$ cat src/rtl/duck_shot_eval.sv
// duck_shot_eval: debounces the gun trigger, judges each shot against the duck hit box, tracks ammo and score
module duck_shot_eval #(
  parameter int DUCK_W          = 64,
  parameter int DUCK_H          = 64,
  parameter int SHOTS           = 3,
  parameter int DEBOUNCE_CYCLES = 65000,
  parameter int HIT_HOLD_FRAMES = 30
) (
  input  logic        clk,
  input  logic        rst,
  input  logic        new_frame,
  input  logic        round_start,
  input  logic        trigger,
  input  logic [10:0] aim_x,
  input  logic [10:0] aim_y,
  input  logic [10:0] duck_x,
  input  logic [10:0] duck_y,
  input  logic        duck_show,
  output logic        shot_fired,
  output logic        shot_miss,
  output logic        duck_hit,
  output logic        out_of_ammo,
  output logic [1:0]  bullets_left,
  output logic [3:0]  hits
);
  typedef enum logic [2:0] {IDLE, ARMED, EVAL, HIT_HOLD, EMPTY} state_t;
  localparam int CW = $clog2(DEBOUNCE_CYCLES + 1);
  localparam int FW = $clog2(HIT_HOLD_FRAMES + 1);
  state_t state, state_n;
  logic s1, trig_s, trig_db, trig_db_q, press, in_box;
  logic hit_r, hit_n, fired_n, miss_n;
  logic [CW-1:0] db_cnt;
  logic [FW-1:0] frame_cnt, frame_cnt_n;
  logic [1:0] bullets_n;
  logic [3:0] hits_n;
  always_ff @(posedge clk)
    if (rst) begin
      s1 <= 1'b0;
      trig_s <= 1'b0;
      trig_db <= 1'b0;
      trig_db_q <= 1'b0;
      db_cnt <= '0;
    end else begin
      s1 <= trigger;
      trig_s <= s1;
      trig_db_q <= trig_db;
      if (trig_s == trig_db) db_cnt <= '0;
      else if (db_cnt == CW'(DEBOUNCE_CYCLES - 1)) begin
        trig_db <= trig_s;
        db_cnt <= '0;
      end else db_cnt <= db_cnt + 1'b1;
    end
  assign press = trig_db & ~trig_db_q;
  // 12-bit sums keep a duck near the right/bottom edge from wrapping its box
  assign in_box = duck_show &&
                  {1'b0, aim_x} >= {1'b0, duck_x} && {1'b0, aim_x} < {1'b0, duck_x} + 12'(DUCK_W) &&
                  {1'b0, aim_y} >= {1'b0, duck_y} && {1'b0, aim_y} < {1'b0, duck_y} + 12'(DUCK_H);
  always_comb begin
    state_n = state;
    bullets_n = bullets_left;
    hits_n = hits;
    frame_cnt_n = frame_cnt;
    hit_n = hit_r;
    fired_n = 1'b0;
    miss_n = 1'b0;
    if (round_start) begin
      state_n = ARMED;
      bullets_n = 2'(SHOTS);
    end else
      case (state)
        ARMED:
          if (press && bullets_left != 2'd0) begin
            fired_n = 1'b1;
            bullets_n = bullets_left - 1'b1;
            hit_n = in_box;
            state_n = EVAL;
          end
        EVAL:
          if (hit_r) begin
            hits_n = (hits == 4'd15) ? hits : hits + 1'b1;
            frame_cnt_n = '0;
            state_n = HIT_HOLD;
          end else begin
            miss_n = 1'b1;
            state_n = (bullets_left == 2'd0) ? EMPTY : ARMED;
          end
        HIT_HOLD:
          if (new_frame) begin
            frame_cnt_n = frame_cnt + 1'b1;
            state_n = (frame_cnt == FW'(HIT_HOLD_FRAMES - 1)) ? IDLE : HIT_HOLD;
          end
        default: ;
      endcase
  end
  always_ff @(posedge clk)
    if (rst) begin
      state <= IDLE;
      bullets_left <= 2'd0;
      hits <= 4'd0;
      frame_cnt <= '0;
      hit_r <= 1'b0;
      shot_fired <= 1'b0;
      shot_miss <= 1'b0;
      duck_hit <= 1'b0;
      out_of_ammo <= 1'b0;
    end else begin
      state <= state_n;
      bullets_left <= bullets_n;
      hits <= hits_n;
      frame_cnt <= frame_cnt_n;
      hit_r <= hit_n;
      shot_fired <= fired_n;
      shot_miss <= miss_n;
      duck_hit <= state_n == HIT_HOLD;
      out_of_ammo <= state_n == EMPTY;
    end
endmodule
$ cat config.mk
export PLATFORM = sky130hd
export DESIGN_NAME = duck_shot_eval
export DESIGN_NICKNAME = d
export VERILOG_FILES = /design/src/rtl/duck_shot_eval.sv
export SDC_FILE = /design/constraint.sdc
export NUM_CORES = 1
export LEC_CHECK = 0
export BUFFER_PORTS_ARGS = -buffer_cell sky130_fd_sc_hd__buf_2
export CAP_MARGIN = 20
export CORE_MARGIN = 4
export CORE_UTILIZATION = 49
export CTS_CLUSTER_SIZE = 10
export DETAILED_ROUTE_END_ITERATION = 10
export PLACE_DENSITY_LB_ADDON = 0.1
export SLEW_MARGIN = 0
export SYNTH_ARGS = -nofsm -noshare
export SYNTH_HDL_FRONTEND = slang
export SYNTH_SLANG_ARGS = --single-unit
$ cat constraint.sdc
create_clock -name clk -period 2.8 [get_ports clk]
set_input_delay 0.84 -clock clk [delete_from_list [all_inputs] [get_ports clk]]
set_output_delay 0.84 -clock clk [all_outputs]
set_load 0.03 [all_outputs]
==> results of run 1 <==
## cell families (layout without fill, tap and decap cells)
group                    count (synthesis)  count (layout)  synth area share [%]
AO/OA/AOI/OAI                           47              47                 12.17
XOR/XNOR                                28              28                 9.464
adder cells (fa/ha/maj)                 39              39                 18.83
buffers and inverters                   35             102                 5.311
flip-flops                              39              39                 30.13
multiplexers                             3               3                 1.159
AND/OR/NAND/NOR                        120             120                 22.94
## worst max-delay path: stages
cell	delay [ns]
buf_2	0.12
ha_2	0.20
xnor2_2	0.13
ha_1	0.32
nand4b_1	0.14
nor2_1	0.06
a2111oi_2	0.34
a21oi_1	0.11
or4_1	0.42
o31ai_2	0.22
## registers in the layout, summed over array words and instances (netlist names), 2 cells and up
name          cells
db_cnt           16
bullets_left      2
hits              4
frame_cnt         5
state             3
## cells in the final DEF, fill, tap and decap left out, types with 12 or more instances in the layout
cell	n
nand2_1	22
buf_2	59
dfxtp_1	39
a21oi_1	13
xnor2_1	12
ha_1	38
nor2_1	42
xor2_1	15
nand3_1	14
inv_1	29
## path summary, 6_finish.rpt
path	start	end	slack (ns)	cells past startpoint
hold reg to reg	s1	trig_s	0.45	1
setup / recovery	duck_y[6]	hit_r	0.11	10
hold / removal	s1	trig_s	0.45	1
setup reg to reg	bullets_left[0]	hit_r	0.61	8
## per-layer routing
| metal | vias up | GRT usage [%] |
|---|---|---|
| met5 | - | 0 |
| met4 | 0 | 6.588 |
| met3 | 8 | 3.251 |
| met2 | 47 | 27.81 |
| met1 | 970 | 21.11 |
| li1 | 1205 | - |
## Yosys cell counts (3+ instances only)
library cell,n,area share (%)
mux2i_1,3,1.2
nor3_1,5,0.97
nand2_1,22,3.2
nor2_1,42,6.1
xor2_1,15,5.1
ha_1,39,19
nand4_1,6,1.4
xnor2_1,13,4.4
nor2b_1,9,2.2
dfxtp_1,39,30
o21ai_0,9,1.7
a31oi_1,3,0.72
nand3_1,14,2.7
a21oi_1,13,2.5
nand2b_1,4,0.97
inv_1,29,4.2
a21o_1,3,0.87
and3_1,4,0.97
nor4_1,3,0.72
## power by group
part           leakage, nW  switching (mW)  internal [mW]
registers            0.315         0.00498          0.559
logic                 1.06           0.115          0.111
clock network       0.0477           0.188          0.170
total                 1.42           0.307          0.841
## final cells by class
cell class,instances,area [sq um],share of cell area [%]
Multi-Input combinational cell,237,1688,54.64
Sequential cell,39,780.7,25.27
Timing Repair Buffer,65,340.3,11.02
Inverter,29,108.9,3.524
Tap cell,70,87.58,2.835
Clock buffer,5,68.82,2.228
Clock inverter,3,15.01,0.4860
## metrics by stage
step / setup WS (ns) / cells / util [%] / power (mW)
after global routing: 0.005356 / 448 / 60.49 / 1.225
after CTS: 0.08697 / 447 / 60.09 / 1.156
after floorplan: 0.1055 / 311 / - / 0.7206
final: 0.1089 / 448 / 60.49 / 1.148
after detailed placement: -0.2060 / 439 / 58.45 / 0.8007
after global placement: -0.1112 / 439 / 58.45 / 0.7951
## what timing repair did
item	4_1_cts	5_1_grt
resized for setup	0	2
endpoints found under the setup margin	0	1
setup buffers	0	1
hold endpoints to repair	0	0
hold buffers	0	0
==> metrics, run 1 <==
status completed; leakage approximately 1.4 nW; Slew Limit Fails 0; antenna violations before repair 0; sequential share of the synthesized area 30.13%; Placement Cell Area roughly 3000 sq um; Setup Skew 0.003972 ns; Worst Hold Class reg2reg; Mapped Nets 400; number of synthesized flops with an enable pin 0; Cells after Synth 311; TNS Setup 0 ns; clk sink count 39; layout cell share with drive strength beyond 1 a little over a fifth; CTS tree built; Initial Util approximately half; post-route ant nets 0; Buffers on Ports between 50 and 60; Final nets around 470; Ys Warns 0; Mapped Avg Cell Area between 8 and 9 sq um; final number of hold-violating endpoints 0; n_diodes 0; Clock Path Buffers 2; Final Wtd Congestion 0.8418; Worst-Margin Slew between 0.5 and 0.6 ns; max-cap viol count 0; largest net degree at the start of global routing 21; DRC violations left 0; uppermost layer routed met4; synth unique cells 51; Hold Slack ~0.45 ns; Post-Route M1 WL about 2300 um; grt total ovfl 0; H-Tree Depth 2; met3 WL post-DR 258 um; Routed Wire Length about 4900 um; DPL Wire Length around 4100 um; routed wl met2 2264 um; final period utilization a little over nine tenths; # IOs 60; vias in the first global route around 2200; WL per Instance 10.92 um; Global Route Usage Sum between 15 and 20%; Rel. slew slack between 60% and 70%; Crit path arrival time 2.90 ns; Row Count 26; Mapped Area ~2600 sq um; fillers 502; Die Wd ~81 um; fraction of registers with async set/reset 0%; Die Area around 6500 sq um; unrepaired setup endpoints after global routing false; Vias roughly 2200; detail-routed via count per cell around 5; DRT Pass-1 Iters 4; clk_lat worst skew between 0.2 and 0.3 ns; DRT iter0 DRCs 55; Max FO, Critical Path 4; max frequency 371.6 MHz; Die Height ~80 um; dominant synthesized flop cell dfxtp_1; CP Capture Type flip-flop; maximum vdd drop around 0.23 mV; CP Class in2reg; first-pass GRT wire length just under 9000 um; PD cells 371.7 nW/um^2; Num CTS Buffers 5; CP required 3.01 ns; count of final setup violators 0; clk slew on worst S/H paths 0.07 ns; Yosys reg bits 39; CP Launch Type primary input; clock root buffer clkbuf_8; design area 3089 sq um; Final min period between 2 and 3 ns; Syn-to-layout area delta 19.22%; Core ar. between 5000 and 6000 sq um
Power figures use the tool's default switching activity.
==> run 2: changes to the inputs <==
--- a/config.mk
+++ b/config.mk
@@ -7,7 +7,7 @@
 export LEC_CHECK = 0
 export BUFFER_PORTS_ARGS = -buffer_cell sky130_fd_sc_hd__buf_2
 export CAP_MARGIN = 20
-export CORE_MARGIN = 4
+export CORE_MARGIN = 10
 export CORE_UTILIZATION = 49
 export CTS_CLUSTER_SIZE = 10
 export DETAILED_ROUTE_END_ITERATION = 10
==> run 2 against run 1 <==
Compared with the run above: utilization up 0.56 points; worst hold slack gained 0.0034 ns; critical path depth did not move; sequential power is essentially flat; die area rose by 32%; clock power is 53% higher; total power grew 16%.
==> metrics, run 2 (synthesis results as in run 1) <==
status completed; post-route ant nets 0 (unchanged); largest net degree at the start of global routing 21 (unchanged); Placement Cell Area 2985 sq um (unchanged); FF-to-FF Start bullets_left[0]; n_diodes 0 (unchanged); Worst Hold Class reg2reg; CP endpoint hit_r; Routed Wire Length 5342 um (+9.2%); Core ar. 5107 sq um (unchanged); R2R Path End hit_r; Rel. slew slack 65.33% (+1.5 points); commonest non-fill, non-tap cell in the layout buf_2; Final nets 465 (-0.21%); DRC violations left 0 (unchanged); crit-path max cell delay 0.40 ns (-0.02 ns); Die Height 92.72 um (+15%); Worst setup startpoint duck_y[6]; Hold Slack 0.4528 ns (+0.003378 ns); design area 3118 sq um (+0.93%); DRT iter0 DRCs 61 (+11%); hold path start s1; most frequent cells in the layout buf_2 (59), nor2_1 (42), dfxtp_1 (39), ha_1 (38), inv_1 (29); max reg flops 16 (unchanged); post-cts hold buffer count 0 (unchanged); Worst-Margin Slew 0.5200 ns (-0.02210 ns); layout cell share with drive strength beyond 1 20.95% (-1.0 points); maximum vdd drop 0.2674 mV (+15%); max frequency 378.4 MHz (+1.8%); max-cap viol count 0 (unchanged); antenna violations before repair 1 (+1); reg2reg path depth 8 (unchanged); clk slew on worst S/H paths 0.07 ns (about the same); Row Count 26 (unchanged); critical path's slowest cell or4_1; grt total ovfl 0 (unchanged); worst setup margin 0.1574 ns (+0.04842 ns); Die Area 8597 sq um (+32%); Slew Limit Fails 0 (unchanged); Max FO, Critical Path 4 (unchanged); Syn-to-layout area delta 20.33%; clk_lat worst skew 0.29 ns (about the same); TNS Setup 0 ns (unchanged); Die Wd 92.72 um (+15%); CP Launch Type primary input; buffers inserted by post-CTS timing repair 0 (unchanged); biggest regs db_cnt x16, frame_cnt x5, hits x4; Clock Path Buffers 2 (unchanged); Global Route Usage Sum 12.60% (-4.1 points); detail-routed via count per cell 5.020 (+0.85%); post-CTS sizing 0 (unchanged); clock root buffer clkbuf_8; count of final setup violators 0 (unchanged); vias in the first global route 2225 (+1.8%); # IOs 60 (unchanged); DPL Wire Length 4469 um (+10%); CTS tree built; setup slack, reg-to-reg 0.60 ns (about the same); first-pass GRT wire length 9218 um (+3.8%); WL per Instance 11.95 um (+9.4%); PD cells 427.4 nW/um^2 (+15%); Crit path arrival time 2.85 ns (-0.05 ns); unrepaired setup endpoints after global routing false; Final Wtd Congestion 0.8224 (-2.3%); clk sink count 39 (unchanged); pre-CTS WS -0.1403 ns (+0.06561 ns); Final min period 2.643 ns (-0.04842 ns); CP required 3.01 ns (about the same); leakage 1.425 nW (+0.41%); Vias 2244 (+0.63%); CP Capture Type flip-flop; final number of hold-violating endpoints 0 (unchanged); fillers 493 (-1.8%); Reg with most FFs db_cnt; Buffers on Ports 59 (unchanged); CP Class in2reg; Initial Util 50.73% (unchanged); DRT Pass-1 Iters 4 (unchanged); H-Tree Depth 2 (unchanged); final period utilization 94.38% (-1.7 points); Num CTS Buffers 5 (unchanged); Setup Skew 0.006738 ns (+0.002766 ns); critical path cell sequence buf_2 > ha_2 > xnor2_1 > ha_1 > nand4b_1 > nor2_1 > a2111oi_2 > a21oi_1 > or4_1 > o31ai_1
==> run 2: area by class of cell <==
type                            count  area [sq um]  share of cell area [%]
Timing Repair Buffer               64         332.8                   10.67
Sequential cell                    39         780.7                   25.04
Inverter                           29         108.9                   3.491
Clock buffer                        6         72.57                   2.327
Multi-Input combinational cell    237          1675                   53.73
Clock inverter                      2         60.06                   1.926
Tap cell                           70         87.58                   2.809
==> run 2: how the worst min path moves through the flow <==
stage / to / depth (start not counted)
after floorplan: trig_s / 1
after global routing: db_cnt[0] / 1
after global placement: trig_s / 1
after detailed placement: trig_s / 1
final: trig_s / 1
after CTS: trig_s / 1
==> run 2: where the power goes <==
group / internal (mW) / leakage, nW / switching (mW)
combinational: 0.109 / 1.04 / 0.113
sequential: 0.559 / 0.315 / 0.00547
clock: 0.356 / 0.0654 / 0.190
total: 1.02 / 1.43 / 0.308
==> run 2: metrics by stage <==
step	instances	utilization, %	power, mW
6_report	447	61.05	1.333
5_1_grt	447	61.05	1.405
3_5_place_dp	439	58.45	0.8013
3_3_place_gp	439	58.45	0.7956
2_1_floorplan	311	-	0.7206
4_1_cts	447	61.05	1.347
==> run 2: per-layer routing <==
metal / vias to the layer above / global-route usage [%] / part of all wire [%]
met3: 8 / 4.036 / 5.0
met2: 41 / 20.53 / 46
met4: 2 / 4.242 / 1.4
met1: 986 / 15.30 / 47
li1: 1207 / - / -
met5: - / 0 / 0.13
==> run 2: critical path: cells and delay by family <==
| kind | cells | cell delay, ns |
|---|---|---|
| xor+xnor | 1 | 0.12 |
| simple gates | 3 | 0.59 |
| compound gates | 3 | 0.64 |
| buf+inv | 1 | 0.12 |
| fa+ha+maj | 2 | 0.53 |
